--- config.mk ---
export PLATFORM = sky130hd
export DESIGN_NAME = timer_device_flat
export DESIGN_NICKNAME = d
export VERILOG_FILES = /design/src/rtl/timer_device_pkg.sv /design/src/rtl/timer_device_if.sv /design/src/rtl/timer_device_prescaler.sv /design/src/rtl/timer_device.sv /design/src/flat_wrapper.sv
export SDC_FILE = /design/constraint.sdc
export NUM_CORES = 1
export LEC_CHECK = 0
export CAP_MARGIN = 10
export CORE_AREA = 2 2 128 68
export DETAILED_ROUTE_END_ITERATION = 8
export DIE_AREA = 0 0 130 70
export PLACE_DENSITY = 0.88
export SETUP_SLACK_MARGIN = 0.3
export SLEW_MARGIN = 20
export SYNTH_ARGS = -nofsm -noshare
export SYNTH_HDL_FRONTEND = slang
export SYNTH_HIERARCHICAL = 1
export SYNTH_SLANG_ARGS = --single-unit
export TNS_END_PERCENT = 20
--- constraint.sdc ---
create_clock -name clk -period 3.3 [get_ports clk]
set_input_delay 0.495 -clock clk [delete_from_list [all_inputs] [get_ports clk]]
set_output_delay 0.495 -clock clk [all_outputs]
set_load 0.02 [all_outputs]
--- src/rtl/timer_device_pkg.sv ---
// Shared definitions for the memory-mapped countdown timer: register offsets,
// CTRL field positions, MODE codes, FSM encodings and the byte-lane merge helper.
package timer_device_pkg;

    localparam logic [1:0] ADDR_CTRL     = 2'd0;
    localparam logic [1:0] ADDR_PRESET   = 2'd1;
    localparam logic [1:0] ADDR_COUNT    = 2'd2;
    localparam logic [1:0] ADDR_PRESCALE = 2'd3;

    localparam int CTRL_W        = 4;
    localparam int CTRL_EN_BIT   = 0;
    localparam int CTRL_MODE_LSB = 1;
    localparam int CTRL_IM_BIT   = 3;

    localparam logic [1:0] MODE_ONESHOT = 2'd0;
    localparam logic [1:0] MODE_RELOAD  = 2'd1;

    typedef enum logic [1:0] {
        ST_IDLE = 2'd0,
        ST_LOAD = 2'd1,
        ST_CNT  = 2'd2,
        ST_INT  = 2'd3
    } timerState_t;

    // Replace only the bytes whose enable is set.
    function automatic logic [31:0] byteMerge(input logic [31:0] oldVal,
                                              input logic [31:0] newVal,
                                              input logic [3:0]  be);
        logic [31:0] merged;
        merged = oldVal;
        for (int i = 0; i < 4; i++) begin
            if (be[i]) merged[8*i +: 8] = newVal[8*i +: 8];
        end
        return merged;
    endfunction

endpackage

--- src/rtl/timer_device_if.sv ---
// Bridge-side bus of the timer: address/data/byte-enables/strobe towards the
// device, combinational read data and interrupt back to the CPU side.
interface timer_device_if;
    logic [1:0]  device_addr;
    logic [31:0] device_din;
    logic [3:0]  device_BE;
    logic        we;
    logic [31:0] device_dout;
    logic        irq;

    modport master (
        output device_addr, device_din, device_BE, we,
        input  device_dout, irq
    );

    modport slave (
        input  device_addr, device_din, device_BE, we,
        output device_dout, irq
    );
endinterface

--- src/rtl/timer_device_prescaler.sv ---
// Clock divider for the timer count enable. Only compiled when TIMER_PRESCALE_EN
// is defined; tick is high for one clock out of every prescale+1 while not cleared.
`ifdef TIMER_PRESCALE_EN
module timer_prescaler (
    input  logic        clk,
    input  logic        reset,
    input  logic        clear,
    input  logic [15:0] prescale,
    output logic        tick
);
    logic [15:0] divCnt;

    // ">=" keeps the divider sane if PRESCALE is lowered below the running count.
    assign tick = !clear && (divCnt >= prescale);

    // Divider counter: restarts on clear and after every tick.
    always_ff @(posedge clk or posedge reset) begin
        if (reset)               divCnt <= '0;
        else if (clear || tick)  divCnt <= '0;
        else                     divCnt <= divCnt + 16'd1;
    end
endmodule
`endif

--- src/rtl/timer_device.sv ---
// Programmable countdown timer behind the CPU bridge: CTRL/PRESET/COUNT/PRESCALE
// registers, IDLE->LOAD->CNT->INT sequencer, masked interrupt output.
// Optional feature macro: TIMER_PRESCALE_EN (adds PRESCALE register and divider;
// otherwise the count advances every clock in CNT and offset 3 reads 0).
module timer_device
    import timer_device_pkg::*;
#(
    parameter int CNT_W = 32
) (
    input  logic           clk,
    input  logic           reset,
    timer_device_if.slave  bus
);
    logic [CTRL_W-1:0] ctrlReg, ctrlNext;
    logic [CNT_W-1:0]  presetReg, presetNext;
    logic [CNT_W-1:0]  countReg, countNext;
    timerState_t       state, stateNext;
    logic              irqPending, irqPendingNext;
    logic              tick;
    logic              wrCtrl, wrPreset, expireEvent;
    logic [31:0]       presetMerged;
    logic [31:0]       prescaleRead;
    logic              ctrlEn;
    logic [1:0]        ctrlMode;

    assign wrCtrl       = bus.we && (bus.device_addr == ADDR_CTRL);
    assign wrPreset     = bus.we && (bus.device_addr == ADDR_PRESET);
    assign presetMerged = byteMerge(32'(presetReg), bus.device_din, bus.device_BE);
    assign ctrlEn       = ctrlReg[CTRL_EN_BIT];
    assign ctrlMode     = ctrlReg[CTRL_MODE_LSB +: 2];

`ifdef TIMER_PRESCALE_EN
    logic [15:0] prescaleReg;

    timer_prescaler uPrescaler (
        .clk      (clk),
        .reset    (reset),
        .clear    (state != ST_CNT),
        .prescale (prescaleReg),
        .tick     (tick)
    );

    assign prescaleRead = {16'd0, prescaleReg};

    // PRESCALE register: low two byte lanes writable.
    always_ff @(posedge clk or posedge reset) begin
        if (reset) begin
            prescaleReg <= '0;
        end else if (bus.we && (bus.device_addr == ADDR_PRESCALE)) begin
            if (bus.device_BE[0]) prescaleReg[7:0]  <= bus.device_din[7:0];
            if (bus.device_BE[1]) prescaleReg[15:8] <= bus.device_din[15:8];
        end
    end
`else
    assign tick         = 1'b1;
    assign prescaleRead = 32'd0;
`endif

    // Sequencer and register next-state; CPU writes are applied last so they win.
    always_comb begin
        stateNext      = state;
        countNext      = countReg;
        irqPendingNext = irqPending;
        ctrlNext       = ctrlReg;
        presetNext     = presetReg;
        expireEvent    = 1'b0;

        case (state)
            ST_IDLE: begin
                if (ctrlEn) stateNext = ST_LOAD;
            end
            ST_LOAD: begin
                countNext = presetReg;
                stateNext = ST_CNT;
            end
            ST_CNT: begin
                if (!ctrlEn) begin
                    stateNext = ST_IDLE;
                end else if (tick) begin
                    if (countReg != '0) begin
                        countNext = countReg - CNT_W'(1);
                    end else begin
                        stateNext      = ST_INT;
                        irqPendingNext = 1'b1;
                        expireEvent    = 1'b1;
                    end
                end
            end
            ST_INT: begin
                if (ctrlMode == MODE_RELOAD) begin
                    stateNext      = ST_LOAD;
                    irqPendingNext = 1'b0;
                end else begin
                    ctrlNext[CTRL_EN_BIT] = 1'b0;
                    stateNext             = ST_IDLE;
                end
            end
            default: stateNext = ST_IDLE;
        endcase

        // A fresh expiry on the same edge is not swallowed by the acknowledge.
        if ((wrCtrl || wrPreset) && !expireEvent) irqPendingNext = 1'b0;
        if (wrCtrl && bus.device_BE[0]) ctrlNext = bus.device_din[CTRL_W-1:0];
        if (wrPreset) presetNext = presetMerged[CNT_W-1:0];
    end

    // State and register storage with asynchronous reset.
    always_ff @(posedge clk or posedge reset) begin
        if (reset) begin
            state      <= ST_IDLE;
            ctrlReg    <= '0;
            presetReg  <= '0;
            countReg   <= '0;
            irqPending <= 1'b0;
        end else begin
            state      <= stateNext;
            ctrlReg    <= ctrlNext;
            presetReg  <= presetNext;
            countReg   <= countNext;
            irqPending <= irqPendingNext;
        end
    end

    // Combinational read path for the CPU load.
    always_comb begin
        bus.device_dout = 32'd0;
        case (bus.device_addr)
            ADDR_CTRL:     bus.device_dout = 32'(ctrlReg);
            ADDR_PRESET:   bus.device_dout = 32'(presetReg);
            ADDR_COUNT:    bus.device_dout = 32'(countReg);
            ADDR_PRESCALE: bus.device_dout = prescaleRead;
            default:       bus.device_dout = 32'd0;
        endcase
    end

    assign bus.irq = irqPending & ctrlReg[CTRL_IM_BIT];

endmodule

--- src/flat_wrapper.sv ---
// flat-port wrapper written by rule: the top's interface ports become plain ports
module timer_device_flat import timer_device_pkg::*;
#(
    parameter int CNT_W = 32
)
  (clk, reset, bus_device_addr, bus_device_din, bus_device_BE, bus_we, bus_device_dout, bus_irq);
  timer_device_if bus_i ();
  input  logic clk;
  input  logic reset;
  input wire logic [$bits(bus_i.device_addr)-1:0] bus_device_addr;
  input wire logic [$bits(bus_i.device_din)-1:0] bus_device_din;
  input wire logic [$bits(bus_i.device_BE)-1:0] bus_device_BE;
  input wire logic [$bits(bus_i.we)-1:0] bus_we;
  output wire logic [$bits(bus_i.device_dout)-1:0] bus_device_dout;
  output wire logic [$bits(bus_i.irq)-1:0] bus_irq;
  assign bus_i.device_addr = bus_device_addr;
  assign bus_i.device_din = bus_device_din;
  assign bus_i.device_BE = bus_device_BE;
  assign bus_i.we = bus_we;
  assign bus_device_dout = bus_i.device_dout;
  assign bus_irq = bus_i.irq;
  timer_device #(.CNT_W(CNT_W)) u_core (.clk(clk), .reset(reset), .bus(bus_i));
endmodule
=== Word level (Yosys, flattened, before mapping) ===
Cells that the tools add are included.

* Add/subtract/negate cells: 1
* Equal/unequal tests: 15
* Muxes and demuxes: 20
* Bitwise gates (word level): 1
* Reduce and logical (&&, ||, !) cells: 20

{| class="wikitable"
|+ Operators by type and width
! cell !! count
|-
| $pmux W32 S4 || 1
|-
| $mux W32 || 2
|-
| $pmux W32 S2 || 1
|-
| $reduce_bool A32 Y1 || 1
|-
| $sub A32 B1 Y32 const B || 1
|-
| $reduce_and A2 Y1 || 6
|-
| $mux W1 || 11
|-
| $eq A2 B2 Y1 const B || 4
|-
| $pmux W2 S4 || 1
|-
| $eq A2 B1 Y1 const B || 3
|-
| $mux W2 || 3
|-
| $ne A2 B1 Y1 const B || 3
|-
| $ne A3 B1 Y1 const B || 2
|-
| $ne A3 B3 Y1 const B || 2
|-
| $logic_and A1 B1 Y1 || 4
|-
| $logic_not A2 Y1 || 2
|-
| $reduce_and A4 Y1 || 1
|-
| $reduce_bool A2 Y1 || 2
|-
| $reduce_and A3 Y1 || 1
|-
| $reduce_bool A3 Y1 || 1
|-
| $ne A2 B2 Y1 const B || 1
|-
| $pmux W1 S2 || 1
|-
| $and A1 B1 Y1 || 1
|-
| $logic_not A1 Y1 || 1
|-
| $logic_or A1 B1 Y1 || 1
|}

* Bits in registers: 71
* Input port bits: 41
* Output and inout port bits: 33
* Logic and storage cells: 66

=== Longest topological paths before layout ===
* Depth in word-level cells: 8
* Gate-level depth with buffers: 9

=== Least setup slack after synthesis ===
Ideal clock, no wire load.

* Kind: register -> register
* Start: register u_core.countReg[10]
* End: register u_core.countReg[23]
* Arrival: 2.216 ns
* Required time: 3.178 ns
* Path slack: 0.963 ns
* Cell stages (with the launch flop): 6
* Buffers on the path: 1
* Period minus slack after synthesis: 2.337 ns
* Cell sequence: dfrtp_1 > buf_6 > or4_4 > or4_1 > or4_1 > a32o_1

* Word-level cells in the longest chain between the ends: 4

{| class="wikitable"
|+ RTL lines
! element !! RTL line !! RTL
|-
| from (decl) || timer_device.sv:16 || <nowiki>logic [CNT_W-1:0] countReg, countNext;</nowiki>
|-
| from (signal assigned) || timer_device.sv:119 || <nowiki>countReg <= countNext;</nowiki>
|-
| $sub A32 B1 Y32 || timer_device.sv:81 || <nowiki>countNext = countReg - CNT_W'(1);</nowiki>
|-
| $mux W32 || timer_device.sv:80 || <nowiki>if (countReg != '0) begin</nowiki>
|-
| $mux W32 || timer_device.sv:77 || <nowiki>if (!ctrlEn) begin</nowiki>
|-
| $pmux W32 S2 || timer_device.sv:68 || <nowiki>case (state)</nowiki>
|}

Parallel ways exist; a longest one is shown, timed or not. The select of a mux whose other input is x is not followed.
A chain may end at the register's enable or synchronous reset.

=== Worst setup path after layout ===
* Start: input bus_device_addr[0]
* End: output bus_device_dout[0]

* Word-level cells in the longest chain between the ends: 2

{| class="wikitable"
|+ RTL lines
! element !! RTL line !! RTL
|-
| from (decl) || flat_wrapper.sv:10 || <nowiki>input wire logic [$bits(bus_i.device_addr)-1:0] bus_device_addr;</nowiki>
|-
| $eq A2 B2 Y1 (tied with other cells) || timer_device.sv:127 || <nowiki>case (bus.device_addr)</nowiki>
|-
| $pmux W32 S4 * || timer_device.sv:127 ||
|-
| to (decl) || flat_wrapper.sv:14 || <nowiki>output wire logic [$bits(bus_i.device_dout)-1:0] bus_device_dout;</nowiki>
|}

Mark *: on every way between the ends. The rest lies on a longest branch, timed or not.

==> flow_summary_export.csv <==
group,metric,value,unit
power_and_ir_drop,total_power,4.274,mW
layout,share_of_post_route_cells_with_drive_strength_above_1,16.30,%
timing,setup_viol,0,
layout,final_net_count,536,
detailed_routing,first_pass_iteration_count_of_the_detailed_router,5,
worst_hold_path,min_path_type,"reg -> reg",
timing,slew_headroom,30.77,%
layout,non_filler_cells_in_the_finished_layout,614,
status,run_status,"completed",
cts,h_tree_level_count,3,
yosys,synth_largest_type_area_fraction,43.32,%
setup_path,setup.worst_path.end_class,"primary output",
power_and_ir_drop,power.switching,1.765,mW
timing,fin_worst_skew,0.003567,ns
die,placementRows,24,
setup_path,worst-endpoint-arrival,2.39,ns
yosys,synth_largest_area_cell,"dfrtp_1",
layout,finish.instance_area,5254,sq um
timing,layout_worst_path_cycle_share,87.31,%
yosys,syn_area,4101,sq um
power_and_ir_drop,p_int,2.509,mW
placed_design,placed_cells,599,
detailed_routing,detail_route.vias_per_cell,6.316,
die,core_region_area,8198,sq um
power_and_ir_drop,pwr_density_cell,813.5,nW/um^2
detailed_routing,drc,0,
setup_path,path_class,"in -> out",
yosys,fraction_of_the_yosys_area_taken_by_sequential_cells,43.32,%
cts,worstSkewPairLatency,0.34,ns
setup_path,worstSetupStartpointType,"primary input",
timing,final.setup.tns,0,ns
yosys,post-synth-top-count-cell,"dfrtp_1",
power_and_ir_drop,seq_power_share,37.7,%
layout,antenna_cells_inserted,0,
cts,clock-root-buffer,"clkbuf_16",
die,chipHeight,70,um
timing,holdWs,0.5272,ns
grt,grt_pass1_vias,3580,
detailed_routing,num_vias,3878,
placed_design,place.port_buffers,73,
timing,finalWorstPathRequiredPeriod,2.881,ns
power_and_ir_drop,power.switching_fraction,41.30,%
die,floorplan.initialDensity,50.03,%
placed_design,dp.final_hpwl,8537,um
timing,final_hold_viol_count,0,
yosys,ys.flop_type,"dfrtp_1",
yosys,netlist-cell-type-count,58,
yosys,seq_cells_post_synth,71,
power_and_ir_drop,vdd.ir_drop.worst,0.3181,mV
die,boundaryPins,74,
detailed_routing,wirelength,12190,um
detailed_routing,routedWlPerCell,19.85,um
timing,achievable-frequency,0.3471,GHz
timing,setup_repair_after_global_routing_missed_its_margin,"false",
setup_path,worstPathRequired,2.80,ns
grt,grt_first_pass_wirelength,19220,um
power_and_ir_drop,power.static_leakage,2.057,nW
placed_design,place_area,4992,sq um
yosys,syn_inst,422,
placed_design,gpl.final_weighted_congestion,0.9679,
detailed_routing,detail-route-antenna-nets,0,
timing,slew_violations,0,
yosys,synth_top_cells_by_area,"dfrtp_1, mux2_2, a22o_1",
cts,cts.path.max_buffers,2,
power_and_ir_drop,power.combinational.fraction,42.0,%
grt,globalRouteOverflowTotal,0,
cts,clkSinkCount,71,
die,horizontal_extent_of_the_die,130,um
yosys,syn_nets,465,
yosys,synth_enable_flop_cells,0,
yosys,ys_async_sr_fraction,100.0,%
layout,fillCellCount,659,
cts,worst_setup_hold_path_clk_slew,0.05,ns
cts,cts_tree,"done",
setup_path,highest_fanout_seen_on_the_critical_path,19,
grt,globalRouteTotalUtil,27.77,%
yosys,post_synth.cell_area_avg,9.719,sq um
cts,cts_made_buffers,9,
detailed_routing,drt-initial-drc-count,508,
power_and_ir_drop,clkPwrFrac,20.3,%
yosys,synthesis.yosys.warnings,6,
layout,areaGrowthSynthToFinish,28.10,%
yosys,synth_common_cells,"dfrtp_1, mux2_2, nand2_1, a22o_1, a21oi_1",
run,maxCapViolations,0,
die,floorplan.die_area,9100,sq um
grt,antenna_found_initial,0,
timing,worst_pin_slew,1.038,ns
grt,largest_net_degree_at_the_start_of_global_routing,72,
routing by layer:
layer / GRT usage, % / vias to the layer above / wire [um]
met5: 2.941 / - / 0
met4: 8.005 / 0 / 97
met3: 8.046 / 13 / 1258
met2: 35.78 / 217 / 4809
met1: 44.11 / 1878 / 6025
li1: - / 1770 / -
repair_timing:
item                                    in CTS  in global routing
endpoints found under the setup margin      28                  4
hold buffers                                 0                  0
hold endpoints to repair                     0                  0
gates resized for setup                      1                  1
pin swaps                                    0                  0
setup buffers                                0                  0
final timing paths:
| path | cells after the start | start | end | slack (ns) |
|---|---|---|---|---|
| setup / recovery | 6 | bus_device_addr[0] | bus_device_dout[0] | 0.42 |
| hold / removal | 2 | u_core/presetReg[30] | u_core/countReg[30] | 0.53 |
| setup reg to reg | 5 | u_core/countReg[3] | u_core/countReg[29] | 0.67 |
| hold reg to reg | 2 | u_core/presetReg[30] | u_core/countReg[30] | 0.53 |
| max in group asynchronous | 3 | reset | u_core/presetReg[12] | 1.96 |
| min in group asynchronous | 3 | reset | u_core/presetReg[26] | 0.73 |
final cells by class:
| class | count | area (sq um) | share of cell area [%] |
|---|---|---|---|
| Multi-Input combinational cell | 315 | 2185 | 41.58 |
| Sequential cell | 71 | 1777 | 33.82 |
| Timing Repair Buffer | 91 | 868.3 | 16.53 |
| Clock buffer | 14 | 254.0 | 4.834 |
| Tap cell | 117 | 146.4 | 2.786 |
| Inverter | 5 | 18.77 | 0.3572 |
| Clock inverter | 1 | 5.005 | 0.09526 |
worst max-delay path, stage by stage:
cell and delay, ns:
clkdlybuf4s50_1 0.62, nor2b_2 0.23, buf_6 0.22, nand2_1 0.07, o21ai_0 0.10, clkdlybuf4s50_1 0.65
power by group through the flow:
stage / Clock, mW / Sequential, mW / Combinational (mW)
final: 0.866 / 1.61 / 1.80
after global routing: 0.919 / 1.65 / 1.95
after CTS: 0.884 / 1.59 / 1.77
after detailed placement: 0 / 1.60 / 1.75
after global placement: 0 / 1.59 / 1.69
after floorplan: 0 / 1.43 / 1.27
kinds of logic (layout without fill, tap and decap cells):
kind of cell	Yosys count	in the layout	share of synthesized area (%)
AO/OA/AOI/OAI	138	138	22.88
AND/OR/NAND/NOR	134	134	18.52
flip-flops	71	71	43.32
multiplexers	41	41	11.07
buffers and inverters	36	111	3.600
adder cells (fa/ha/maj)	2	2	0.6100
per-stage QoR:
stage | setup slack, ns | util [%]
detailed placement | 0.2428 | 60.90
CTS | 0.3800 | 64.04
global route | 0.3258 | 64.09
finish | 0.4189 | 64.09
global placement | 0.3281 | 60.90
floorplan | 0.9628 | -
sequential cells by signal, indices dropped and copies added, names as in the netlist:
name               cells
u_core/irqPending      1
u_core/countReg       32
u_core/state           2
u_core/presetReg      32
u_core/ctrlReg         4
cells in the final DEF (no fill, tap or decap), types with 3 or more instances in the layout:
master and instances:
a21oi_1 28, o41ai_1 3, o211ai_1 3, nor3_1 12
and2_1 3, or4_4 4, o21ai_0 26, o31ai_1 4
nor2b_2 3, clkdlybuf4s50_1 72, a32o_1 3, nand3_1 16
nor4_1 9, nor2_1 19, clkbuf_16 9, mux2i_1 6
o22ai_1 6, o2bb2ai_1 3, buf_4 17, a31oi_1 10
mux2_2 35, dfrtp_1 71, a22o_1 29, and4_1 4
nand4_1 4, nand2_1 33, nor4b_1 3, clkbuf_1 4
inv_1 4, or4_1 4, nand2b_1 4, o21ai_1 6
Power figures use the tool's default switching activity.
==> variant 1, RTL diff (config.mk and constraints unchanged) <==
Register the output `bus.irq`, without a reset; this adds one clock of latency there.
--- a/src/rtl/timer_device.sv
+++ b/src/rtl/timer_device.sv
@@ -134,5 +134,7 @@
     end
 
-    assign bus.irq = irqPending & ctrlReg[CTRL_IM_BIT];
+    always_ff @(posedge clk) begin
+        bus.irq <= irqPending & ctrlReg[CTRL_IM_BIT];
+    end
 
 endmodule
Function: changed (a bounded check fails within 10 cycles, from zero or initial values and one cycle with reset high).
==> variant 1 against the unedited design <==
Routed wire length up 3.7%. Critical path type unchanged. Area after synthesis up 0.49%. Cell area up 1.7%. Final cell count up 0.81%. Sequential cell count up 1. Power up 3.3%. Clock skew up 0.0020 ns. Setup slack better by 0.022 ns. Largest cell class unchanged. Die area unchanged. Via count up 1.8%.
==> variant 1: results (changes against the unedited design) <==
metric,value,unit,change
status,finished clean,,
synth_area_leaders,"dfrtp_1 (43%), mux2_2 (9.6%), a22o_1 (6.2%)",,
synth-async-reset-ratio,98.6,%,-1.4 points
vdd.ir_drop.worst,386,uV,+21%
hold_depth,1,,-1
synth_cell_types,59,,+1.7%
via_count,3946,,+1.8%
grt_max_degree,39,,-46%
wl_per_cell,20.4,um,+2.9%
holdWs,0.493,ns,-0.0340 ns
gp_congestion,0.960,,-0.81%
relSlewSlack,28.6,%,-2.2 points
rr_worst_depth,5,,unchanged
fillerInstances,649,,-1.5%
top_regs,"u_core/countReg x32, u_core/presetReg x32, u_core/ctrlReg x4",,
switching_share,40.9,%,-0.44 points
drc,0,,unchanged
htreeDepth,3,,unchanged
num_antenna_cells,0,,unchanged
grt_pass1_wl,20.2,mm,+5.2%
r2r_start,u_core/countReg[1],,
ys_seq_area_share,43.6,%,+0.28 points
leakagePower,0.00210,uW,+2.3%
dp_hpwl,9.02,mm,+5.7%
drive_gt1_share,17.5,%,+1.2 points
grt_use_total,29.1,%,+1.4 points
hold_end,u_core/bus.irq,,
max-clock-path-buffers,2,,unchanged
finalNetCount,541,,+0.93%
worstPathArrival,2.36,ns,-0.03 ns
grt_pass1_vias,3849,,+7.5%
worstPathMaxFanout,21,,+2
drtPass1Iterations,6,,+1
path_clk_slew,0.06,ns,
reg2reg_to,u_core/countReg[29],,
r2r_setup_slack,0.58,ns,-0.09 ns
syn-num-nets,466,,+0.22%
skew,0.00557,ns,+0.00200 ns
drtIter0Drc,350,,-31%
hp-start,u_core/irqPending,,
cts-resized-gates,0,,-1
==> variant 1: cell types whose count changed after synthesis <==
cell,delta
dfxtp_1,+1
==> variant 1: final cells by class <==
cell class / instances / area (sq um) / area share [%]
well taps: 117 / 146 / 2.74
multi-input cells: 315 / 2180 / 40.9
clock buffers: 11 / 243 / 4.54
clock inverters: 4 / 45.0 / 0.843
flip-flops and latches: 72 / 1800 / 33.6
repair buffers: 95 / 908 / 17.0
inverters: 5 / 18.8 / 0.351
==> variant 1: cell families (layout without fill, tap and decap cells) <==
group,Yosys count,count (layout),share of synthesized area [%]
DFF,72,72,43.6
and+or+nand+nor,134,134,18.4
buffers and inverters,36,115,3.58
adders and majority gates,2,2,0.607
muxes,41,41,11.0
AOI/OAI and AO/OA,138,138,22.8
==> variant 1: routing by layer <==
metal / vias to the layer above / share of wire, % / GRT usage (%) / routed length, um
met2: 247 / 41 / 40.6 / 5160
li1: 1772 / - / - / -
met4: 0 / 1.4 / 8.48 / 176
met1: 1905 / 47 / 43.4 / 5890
met5: - / 0 / 0 / 0
met3: 22 / 11 / 9.20 / 1410
==> variant 1: power groups by stage <==
stage	registers (uW)	clock network, uW	logic, uW
after floorplan	1440	0	1270
after global placement	1590	0	1720
after detailed placement	1610	0	1800
after CTS	1600	968	1810
after global routing	1660	1000	1990
final	1620	952	1850
==> variant 1: worst max-delay path by stage <==
stage	to	depth (start not counted)	startpoint	slack, ns
5_1_grt	bus_device_dout[2]	6	bus_device_addr[0]	0.33
4_1_cts	bus_device_dout[1]	6	bus_device_addr[0]	0.45
3_5_place_dp	bus_device_dout[1]	6	bus_device_addr[0]	0.46
2_1_floorplan	u_core/countReg[23]	5	u_core/countReg[10]	0.96
3_3_place_gp	bus_device_dout[7]	5	bus_device_addr[0]	0.51
6_report	bus_device_dout[1]	6	bus_device_addr[0]	0.44
==> variant 1: worst max-delay path, delay by kind of cell <==
family / cells / cell delay [ns]
compound gates: 1 / 0.10
simple gates: 2 / 0.29
buf+inv: 3 / 1.48
==> variant 1: metrics by stage <==
step                cells  worst slack [ns]  total power, uW  area, sq um
CTS                   619             0.453             4380         5340
finish                619             0.441             4410         5340
floorplan             423             0.963             2710         4120
global placement      604             0.514             3310         5050
global route          619             0.331             4650         5340
detailed placement    604             0.461             3410         5050
==> variant 2, RTL diff (same flow settings) <==
Made on the original files. Set the package constant `CTRL_W` to 5 (it was 4).
--- a/src/rtl/timer_device_pkg.sv
+++ b/src/rtl/timer_device_pkg.sv
@@ -8,5 +8,5 @@
     localparam logic [1:0] ADDR_PRESCALE = 2'd3;
 
-    localparam int CTRL_W        = 4;
+    localparam int CTRL_W        = 5;
     localparam int CTRL_EN_BIT   = 0;
     localparam int CTRL_MODE_LSB = 1;
Behaviour: not the same (Yosys sat finds a counterexample within 4 cycles, from zero or initial values and one cycle with reset high).
==> variant 2 against the unedited design <==
Sequential cell count up 1. Largest power group unchanged. Routed wire length down 2.7%. Power up 7.0%. Area after synthesis up 2.5%. Critical path depth down 1. Setup slack better by 0.052 ns. Worst hold slack worse by 0.00067 ns. Highest routed layer unchanged. Cell area up 2.2%.
==> variant 2: results (changes against the unedited design) <==
metric,value,unit,change
status,finished clean,,
vias_per_cell,6.43,,+1.9%
leakagePower,0.00217,uW,+5.3%
tightest_slew,1.12,ns,+0.0815 ns
pwr-share-seq,36.2,%,-1.5 points
vdd.ir_drop.worst,436,uV,+37%
endpoint,bus_device_dout[11],,
grt_pass1_vias,3646,,+1.8%
top_regs,"u_core/countReg x32, u_core/presetReg x32, u_core/ctrlReg x5",,
wl_met3,1.25,mm,-0.95%
skew,0.00753,ns,+0.00396 ns
grt_use_total,27.0,%,-0.76 points
syn-num-nets,477,,+2.6%
rr_worst_depth,6,,+1
hold_end,u_core/ctrlReg[4],,
reg2reg_to,u_core/countReg[1],,
synth_area_leaders,"dfrtp_1 (43%), mux2_2 (9.6%), a22o_1 (5.6%)",,
r2r_setup_slack,0.55,ns,-0.12 ns
holdWs,0.526,ns,-0.000674 ns
powerDensity,852,nW/um^2,+4.7%
drive_gt1_share,15.2,%,-1.1 points
place_inst,596,,-0.50%
synth_cell_types,50,,-14%
routed_wl,11.9,mm,-2.7%
clkPwrFrac,23.5,%,+3.2 points
hold_depth,1,,-1
drtIter0Drc,648,,+28%
grt_pass1_wl,19.1,mm,-0.68%
variant 2: cell types whose count changed after synthesis, moves of 5 or more:
cell | unedited run | this run
a21oi_1 | 28 | 15
a2bb2oi_1 | 0 | 5
a31oi_1 | 10 | 19
nand2_1 | 33 | 12
nand3_1 | 16 | 8
nor2_1 | 19 | 36
nor3_1 | 12 | 25
o22a_1 | 2 | 9
o31ai_1 | 4 | 15
variant 2: kinds of logic after synthesis:
group / count (synthesis) / synth area share [%]
AO/OA/AOI/OAI: 136 / 22.6
AND/OR/NAND/NOR: 134 / 17.5
flip-flops: 72 / 42.9
buffers and inverters: 47 / 5.15
multiplexers: 43 / 11.3
adder cells (fa/ha/maj): 2 / 0.595
variant 2: layout make-up:
type                    instances  area (sq um)  share of cell area, %
multi-input cells             315          2200                   41.0
flip-flops and latches         72          1800                   33.6
repair buffers                 84           857                   16.0
clock buffers                  12           256                   4.78
well taps                     117           146                   2.73
clock inverters                 4          76.3                   1.42
inverters                       8          30.0                  0.559
